===== config.mk =====
export PLATFORM = sky130hd
export DESIGN_NAME = instruction_loader
export DESIGN_NICKNAME = d
export VERILOG_FILES = /design/src/rtl/loader_pkg.sv /design/src/rtl/word_assembler.sv /design/src/rtl/instruction_loader.sv
export SDC_FILE = /design/constraint.sdc
export NUM_CORES = 1
export LEC_CHECK = 0
export ABC_AREA = 0
export BUFFER_PORTS_ARGS = -buffer_cell sky130_fd_sc_hd__buf_4
export CAP_MARGIN = 20
export CELL_PAD_IN_SITES_DETAIL_PLACEMENT = 0
export CELL_PAD_IN_SITES_GLOBAL_PLACEMENT = 2
export CORE_AREA = 2 2 168 121
export DETAILED_ROUTE_END_ITERATION = 7
export DIE_AREA = 0 0 170 123
export PLACE_DENSITY_LB_ADDON = 0.1
export SYNTH_ARGS = -nofsm -noshare
export SYNTH_HDL_FRONTEND = slang
export SYNTH_HIERARCHICAL = 1
export SYNTH_SLANG_ARGS = --single-unit

===== constraint.sdc =====
create_clock -name clk -period 2.7 [get_ports clk]
set_input_delay 0.54 -clock clk [delete_from_list [all_inputs] [get_ports clk]]
set_output_delay 0.54 -clock clk [all_outputs]
set_load 0.05 [all_outputs]

===== src/rtl/loader_pkg.sv =====
// rtl/loader_pkg.sv - shared types and constants for the UART instruction loader
package loader_pkg;

   typedef enum logic [2:0] {
      IDLE,
      LEN,
      DATA,
      DONE,
      ERROR
   } state_t;

   localparam logic [7:0] SYNC_BYTE = 8'hA5;
   localparam int         LEN_W     = 16;

endpackage


===== src/rtl/word_assembler.sv =====
// rtl/word_assembler.sv - packs a little-endian byte stream into 32-bit words
module word_assembler (
   input  logic        clk,
   input  logic        rst,
   input  logic        clear,
   input  logic [7:0]  byte_data,
   input  logic        byte_valid,
   output logic [31:0] word,
   output logic        word_valid
);

   logic [1:0] idx;

   // Bytes shift in from the top so the first byte of a group ends up in [7:0].
   // word stays stable for the strobe cycle even if the next byte arrives then.
   always_ff @(posedge clk or posedge rst) begin
      if (rst) begin
         word       <= '0;
         idx        <= '0;
         word_valid <= 1'b0;
      end else begin
         word_valid <= 1'b0;
         if (clear) begin
            word <= '0;
            idx  <= '0;
         end else if (byte_valid) begin
            word       <= {byte_data, word[31:8]};
            idx        <= idx + 2'd1;
            word_valid <= (idx == 2'd3);
         end
      end
   end

endmodule


===== src/rtl/instruction_loader.sv =====
// rtl/instruction_loader.sv - loads a length-prefixed program from UART bytes into instruction memory
module instruction_loader
   import loader_pkg::*;
#(
   parameter logic [31:0] BASE_ADDR      = 32'h0000_0000,
   parameter int          MAX_WORDS      = 256,
   parameter int          TIMEOUT_CYCLES = 1_000_000
) (
   input  logic        clk,
   input  logic        rst,
   input  logic [7:0]  rx_data,
   input  logic        rx_valid,
   output logic [31:0] mem_byte_address,
   output logic        mem_write_enable,
   output logic [31:0] mem_write_data,
   output logic        loading,
   output logic        done,
   output logic        error
);

   localparam int BCNT_W = $clog2(MAX_WORDS * 4 + 3);
   localparam int WCNT_W = $clog2(MAX_WORDS + 1);
   localparam int TO_W   = $clog2(TIMEOUT_CYCLES + 1);

   localparam logic [BCNT_W-1:0] BCNT_MAX = '1;
   localparam logic [TO_W-1:0]   TO_LAST  = TO_W'(TIMEOUT_CYCLES - 1);

   state_t            state;
   logic [BCNT_W-1:0] byte_cnt;
   logic [WCNT_W-1:0] words_left;
   logic [TO_W-1:0]   tcnt;
   logic [7:0]        len_lo;
   logic [LEN_W-1:0]  len_val;
   logic              asm_clear;
   logic              asm_valid;

   assign len_val   = {rx_data, len_lo};
   assign asm_clear = (state != DATA);
   assign asm_valid = rx_valid && (state == DATA);

   word_assembler u_asm (
      .clk        (clk),
      .rst        (rst),
      .clear      (asm_clear),
      .byte_data  (rx_data),
      .byte_valid (asm_valid),
      .word       (mem_write_data),
      .word_valid (mem_write_enable)
   );

   always_ff @(posedge clk or posedge rst) begin
      if (rst) begin
         state            <= IDLE;
         loading          <= 1'b0;
         done             <= 1'b0;
         error            <= 1'b0;
         mem_byte_address <= BASE_ADDR;
         byte_cnt         <= '0;
         words_left       <= '0;
         tcnt             <= '0;
         len_lo           <= '0;
      end else begin
         case (state)
            IDLE, DONE, ERROR: begin
               if (rx_valid && rx_data == SYNC_BYTE) begin
                  state    <= LEN;
                  loading  <= 1'b1;
                  done     <= 1'b0;
                  error    <= 1'b0;
                  byte_cnt <= '0;
                  tcnt     <= '0;
               end
            end

            LEN: begin
               if (rx_valid) begin
                  tcnt <= '0;
                  if (byte_cnt != BCNT_MAX) byte_cnt <= byte_cnt + 1'b1;
                  if (byte_cnt == '0) begin
                     len_lo <= rx_data;
                  end else if (len_val == '0) begin
                     state   <= DONE;
                     loading <= 1'b0;
                     done    <= 1'b1;
                  end else if (32'(len_val) > 32'(MAX_WORDS)) begin
                     state   <= ERROR;
                     loading <= 1'b0;
                     error   <= 1'b1;
                  end else begin
                     state            <= DATA;
                     mem_byte_address <= BASE_ADDR;
                     words_left       <= WCNT_W'(len_val);
                  end
               end else if (tcnt == TO_LAST) begin
                  state   <= ERROR;
                  loading <= 1'b0;
                  error   <= 1'b1;
               end else begin
                  tcnt <= tcnt + 1'b1;
               end
            end

            DATA: begin
               if (rx_valid) begin
                  tcnt <= '0;
                  if (byte_cnt != BCNT_MAX) byte_cnt <= byte_cnt + 1'b1;
               end else if (tcnt == TO_LAST) begin
                  state   <= ERROR;
                  loading <= 1'b0;
                  error   <= 1'b1;
               end else begin
                  tcnt <= tcnt + 1'b1;
               end
               // Strobe cycle: the write is on the bus now, so step past it.
               if (mem_write_enable) begin
                  mem_byte_address <= mem_byte_address + 32'd4;
                  if (words_left != '0) words_left <= words_left - 1'b1;
                  if (words_left == WCNT_W'(1)) begin
                     state   <= DONE;
                     loading <= 1'b0;
                     done    <= 1'b1;
                     error   <= 1'b0;
                  end
               end
            end

            default: begin
               state   <= IDLE;
               loading <= 1'b0;
               done    <= 1'b0;
               error   <= 1'b0;
            end
         endcase
      end
   end

endmodule


# [Yosys cells after proc, flatten, opt, wreduce, memory -nomap -nowiden]
# Index checks and enable logic that the tools add are counted.
[totals] word_cells=127 output_inout_bits=68 regBits=121 inputBits=11
[classes] n_addsub=5 muxes=63 magnitude_cmp=1 n_eq_ne=26 reduce_logical=20
[ops] op="$mux 32" n=7
[ops] op="$pmux 32 s2" n=1
[ops] op="$mux 20" n=3
[ops] op="$mux 9" n=6
[ops] op="$pmux 20 s2" n=1
[ops] op="$mux 11" n=3
[ops] op="$add 32x3->32 const B" n=1
[ops] op="$mux 3" n=9
[ops] op="$mux 1" n=25
[ops] op="$pmux 11 s2" n=1
[ops] op="$add 20x1->20 const B" n=1
[ops] op="$eq 20x20->1 const B" n=1
[ops] op="$pmux 9 s2" n=1
[ops] op="$gt 16x9->1 const B" n=1
[ops] op="$logic_not 16->1" n=1
[ops] op="$ne 2x2->1 const B" n=6
[ops] op="$ne 3x3->1 const B" n=4
[ops] op="$reduce_and 6->1" n=2
[ops] op="$add 11x1->11 const B" n=1
[ops] op="$logic_not 11->1" n=1
[ops] op="$ne 11x11->1 const B" n=1
[ops] op="$ne 2x1->1 const B" n=5
[ops] op="$eq 9x1->1 const B" n=1
[ops] op="$pmux 1 s3" n=3
[ops] op="21 further kinds" n=29

# [Logic depth before layout (Yosys ltp)]
[logic_depth] depth_word=6 mapped_depth=9 mapped_depth_nobuf=8

# [Hierarchy]
# Netlist, hierarchy kept.
[modules_own_cells] mod="instruction_loader" seq_area_each_um2=2102.0 area_each_um2=4823.4 n_inst=1 cells_each=569
[modules_own_cells] mod="word_assembler" seq_area_each_um2=875.8 area_each_um2=1460.2 n_inst=1 cells_each=115

# [Worst setup path before layout]
# Ideal clock, no wire load.
[synth_timing] path_type="reg2reg" startpoint="reg mem_byte_address[2]" endpoint="reg mem_byte_address[30]" path_stages_with_launch=8 setup_slack_ps=354 arrival_time_ps=2202 setup_time_ps=144 synth_period_minus_slack_ps=2346 required_ps=2556 path_buffers=0 cell_sequence="dfrtp_1 -> ha_1 -> nand2_1 -> or3_1 -> nor3_1 -> a31oi_1 -> o21ai_0 -> o31ai_1"
[synth_between] elab_chain_cells=3
[synth_lines] element="from (decl)" line_no="instruction_loader.sv:13" rtl="output logic [31:0] mem_byte_address,"
[synth_lines] element="from (signal assigned)" line_no="instruction_loader.sv:116" rtl="mem_byte_address <= mem_byte_address + 32'd4;"
[synth_lines] element="$add 32x3->32" line_no="instruction_loader.sv:116"
[synth_lines] element="$mux 32" line_no="instruction_loader.sv:115" rtl="if (mem_write_enable) begin"
[synth_lines] element="$pmux 32 s2" line_no="instruction_loader.sv:63" rtl="case (state)"
# No other way between the ends. The select of a mux whose other input is x is not followed.
# A chain may end at the register's enable or synchronous reset.

# [Final worst setup path]
[layout_timing] startpoint="reg len_lo[5]" endpoint="reg mem_byte_address[22]"
[layout_between] elab_chain_cells=3 elab_cells_between_ends=5 classes_between="1 x order compare; 2 x eq/ne; 2 x reduce/logical"
[layout_lines] element="from (decl)" line_no="instruction_loader.sv:32" rtl="logic [7:0] len_lo;"
[layout_lines] element="from (signal assigned)" line_no="instruction_loader.sv:80" rtl="len_lo <= rx_data;"
[layout_lines] element="$gt 16x9->1 or $logic_not 16->1 (tied branches)" line_no="instruction_loader.sv:85, instruction_loader.sv:81"
[layout_lines] element="$ne 2x2->1 (no line)"
[layout_lines] element="$reduce_and 6->1 (no line) *"
# Every way passes the cells marked *; elsewhere a longest branch is shown, timed or not.

==> summary.md <==
| Metric | Value |
|---|---|
| H-tree depth | `4` |
| Clk buf depth | `2` |
| # diodes | `0` |
| Layout cells sized above 1 | `0.1938` |
| CTS Root Cell | `clkbuf_16` |
| Slowest CP cell | `or4_4` |
| Run status | `complete, no violations` |
| Max-cap violation count | `0` |
| CP Max Fanout | `31` |
| CTS sink count | `~120` |
| Initial Utilization | `0.3244` |
| Async set-reset flop share out of synthesis | `1.000` |
| Aggregate global routing overflow | `0` |
| Pint | `approximately 4400 µW` |
| Data required, critical path | `between 2 and 3 ns` |
| Fill count | `between 1,500 and 2,000` |
| Rows | `43` |
| Setup TNS | `0 ns` |
| Critical path data arrival time | `2.70 ns` |
| Synthesized area | `between 0.006 and 0.007 mm²` |
| Comb power frac | `0.292` |
| Final Skew | `roughly 0.012 ns` |
| Sequential Power Share | `0.371` |
| Final min period | `roughly 2.4 ns` |
| Syn. warnings | `6` |
| Routability cong. | `roughly 0.81` |
| Psw | `roughly 2800 µW` |
| Delay-heaviest family, CP | `compound AO/OA/AOI/OAI gates` |
| Clock-pin slew on the worst setup and hold paths | `0.06 ns` |
| Clock latency on the worst-skew pair | `about 0.42 ns` |
| Period utilization | `0.8988` |
| Max VDD drop | `roughly 0.00036 V` |
| Post-route ant nets | `0` |
| Total CTS buffers | `17` |
| Fmax | `412.1 MHz` |
| Average size of a mapped cell | `a little over 9 µm²` |
| Switching Share | `0.3904` |
| GRT Total Usage | `0.1702` |
| Post-synthesis sequential area ratio | `0.4739` |
| Wirelength, routed | `16,730 µm` |
| Critical path buffers and inverters | `1` |
| # DRC | `0` |
| CTS tree | `done` |
| IO Pins | `79` |
| Worst Setup End Kind | `flop` |
| Pin count of the biggest net entering global routing | `85` |
| Die H | `roughly 120 µm` |
| R2R setup slack | `between 0.2 and 0.3 ns` |
| Vias per cell | `around 5.2` |
| Total Power | `between 7000 and 8000 µW` |
| Slew headroom | `0.5549` |
| WL per Instance | `approximately 16 µm` |
| Clk pwr share | `0.338` |
| Fin Hold WS | `0.2570 ns` |
| Width of the die | `between 150 and 200 µm` |
| Synth cell types | `between 60 and 70` |
| Critical Path Start Type | `flop` |
| Worst hold path class | `in2async` |
| Crit-path cells | `or4_4 -> o21a_1 -> o31ai_2 -> nand2_2 -> buf_12 -> o21ai_0 -> o41ai_1` |
| CORE AREA | `0.01937 mm²` |
| Cell Pwr Density | `between 900 and 1000 mW/mm²` |
| Number of flops mapped to enable cells by yosys | `0` |
| Antenna violations before repair | `0` |
| Buffers on Ports | `76` |
| Initial DRC Count | `just over 500` |
| Nets | `785` |
| Routed via count | `between 5,000 and 6,000` |
| Crit-path max cell delay | `around 0.56 ns` |
| Number of global-route vias before repair | `between 5,000 and 6,000` |
| Number of synthesized register bits | `around 120` |
| Iteration count of the initial detailed-routing pass | `5` |
| Final Hold Fails | `0` |
| Final setup fails | `0` |
| Area Overhead vs Synth | `24.17%` |
| RSZ-0062 raised after global routing | `no` |
| Final slew viol count | `0` |
| Detailed placer's ending HPWL | `between 10,000 and 15,000 µm` |
| Static Leak | `around 0.0032 µW` |
| Critical path class | `reg2reg` |
| Cells after Synth | `684` |
| Die ar. | `between 0.02 and 0.025 mm²` |
| Prevailing post-synth register cell | `dfrtp_1` |
| Worst slew pin tran | `approximately 0.67 ns` |
| First-pass GRT wire length | `approximately 28,000 µm` |
registers in the layout, summed over array words and instances (netlist names):
signal	cells
u_asm/word	32
mem_byte_address	30
tcnt	20
byte_cnt	11
words_left	9
len_lo	8
state	3
u_asm/idx	2
done	1
error	1
loading	1
u_asm/word_valid	1
cells in the final DEF (no fill, tap or decap), types with 17 or more instances in the layout:
cell / count
buf_4: 93
a21oi_1: 26
nor2_1: 88
mux2i_1: 33
nor3_1: 17
clkbuf_16: 17
nand2_1: 72
nand3_1: 38
dfrtp_1: 119
o21ai_0: 60
final timing paths:
kind / startpoint / endpoint / cells after the start
worst min-delay path: rst / u_asm/word[4] / 3
worst max-delay path: len_lo[5] / mem_byte_address[22] / 7
max in group asynchronous: rst / byte_cnt[1] / 3
min in group clk: rx_data[5] / len_lo[5] / 3
worst min register to register: len_lo[0] / len_lo[0] / 2
worst max register to register: len_lo[5] / mem_byte_address[22] / 7
per-layer routing:
metal  share of wire  vias to the layer above  global-route usage
li1                -                     2624                   -
met1            0.53                     2631              0.2550
met2            0.43                      104              0.2474
met3           0.036                       16             0.03137
met4           0.011                        0             0.05449
met5               0                        -                   0
cells in the mapped netlist (all sizes together) (8+ instances only):
library cell	n	area, µm²
nand3	39	207.7
a31oi	11	68.82
nand2	74	282.8
nor2	90	347.8
inv	15	56.30
dfrtp	119	2978
or3	11	68.82
xnor2	14	122.6
ha	8	100.1
nand4	12	75.07
clkbuf	18	70.07
o31ai	14	110.1
a21oi	26	130.1
buf	17	146.4
nor4	10	77.57
nor3	19	100.1
and3	12	75.07
o21ai	68	351.6
mux2i	33	330.3
power groups by stage:
stage	Sequential [µW]	Combinational (µW)	Clock [µW]
CTS	2660	2110	2490
finish	2660	2100	2420
global placement	2670	2090	0
floorplan	3290	783	0
global route	2740	2310	2590
detailed placement	2680	2100	0
final cells by class:
class,count,area (µm²),area share
timing repair buffer,97,778.2,0.09974
sequential,119,2978,0.3817
clock buffer,17,425.4,0.05452
clock inverter,15,203.9,0.02614
multi-input combinational,516,3048,0.3906
tap,247,309.0,0.03961
inverter,15,60.06,0.007697
cells by family (layout without fill, tap and decap cells):
family          Yosys count  in the layout  synth area share
flops                   119            119            0.4739
xor+xnor                 20             20           0.02788
simple gates            297            297            0.2332
compound gates          155            155            0.1507
other cells               1              2         0.0005968
mux                      34             34           0.05436
buf+inv                  50            144           0.04341
fa+ha+maj                 8              8           0.01593
through the flow:
step	instance area (µm²)	utilization	setup slack (ns)	std cells
2_1_floorplan	6291	-	0.3535	685
3_3_place_gp	7168	0.3701	0.09772	994
3_5_place_dp	7168	0.3701	0.08417	994
4_1_cts	7797	0.4026	0.07566	1026
5_1_grt	7802	0.4028	0.1199	1026
6_report	7802	0.4028	0.2731	1026
worst min-delay path, delay by kind of cell:
family   cells  cell delay (ns)
buf+inv      3             0.57
repair_timing:
item,CTS,global route
hold buffers,0,0
setup buffers,0,0
endpoints found under the setup margin,0,1
gates resized for setup,0,1
Power figures use the tool's default switching activity.
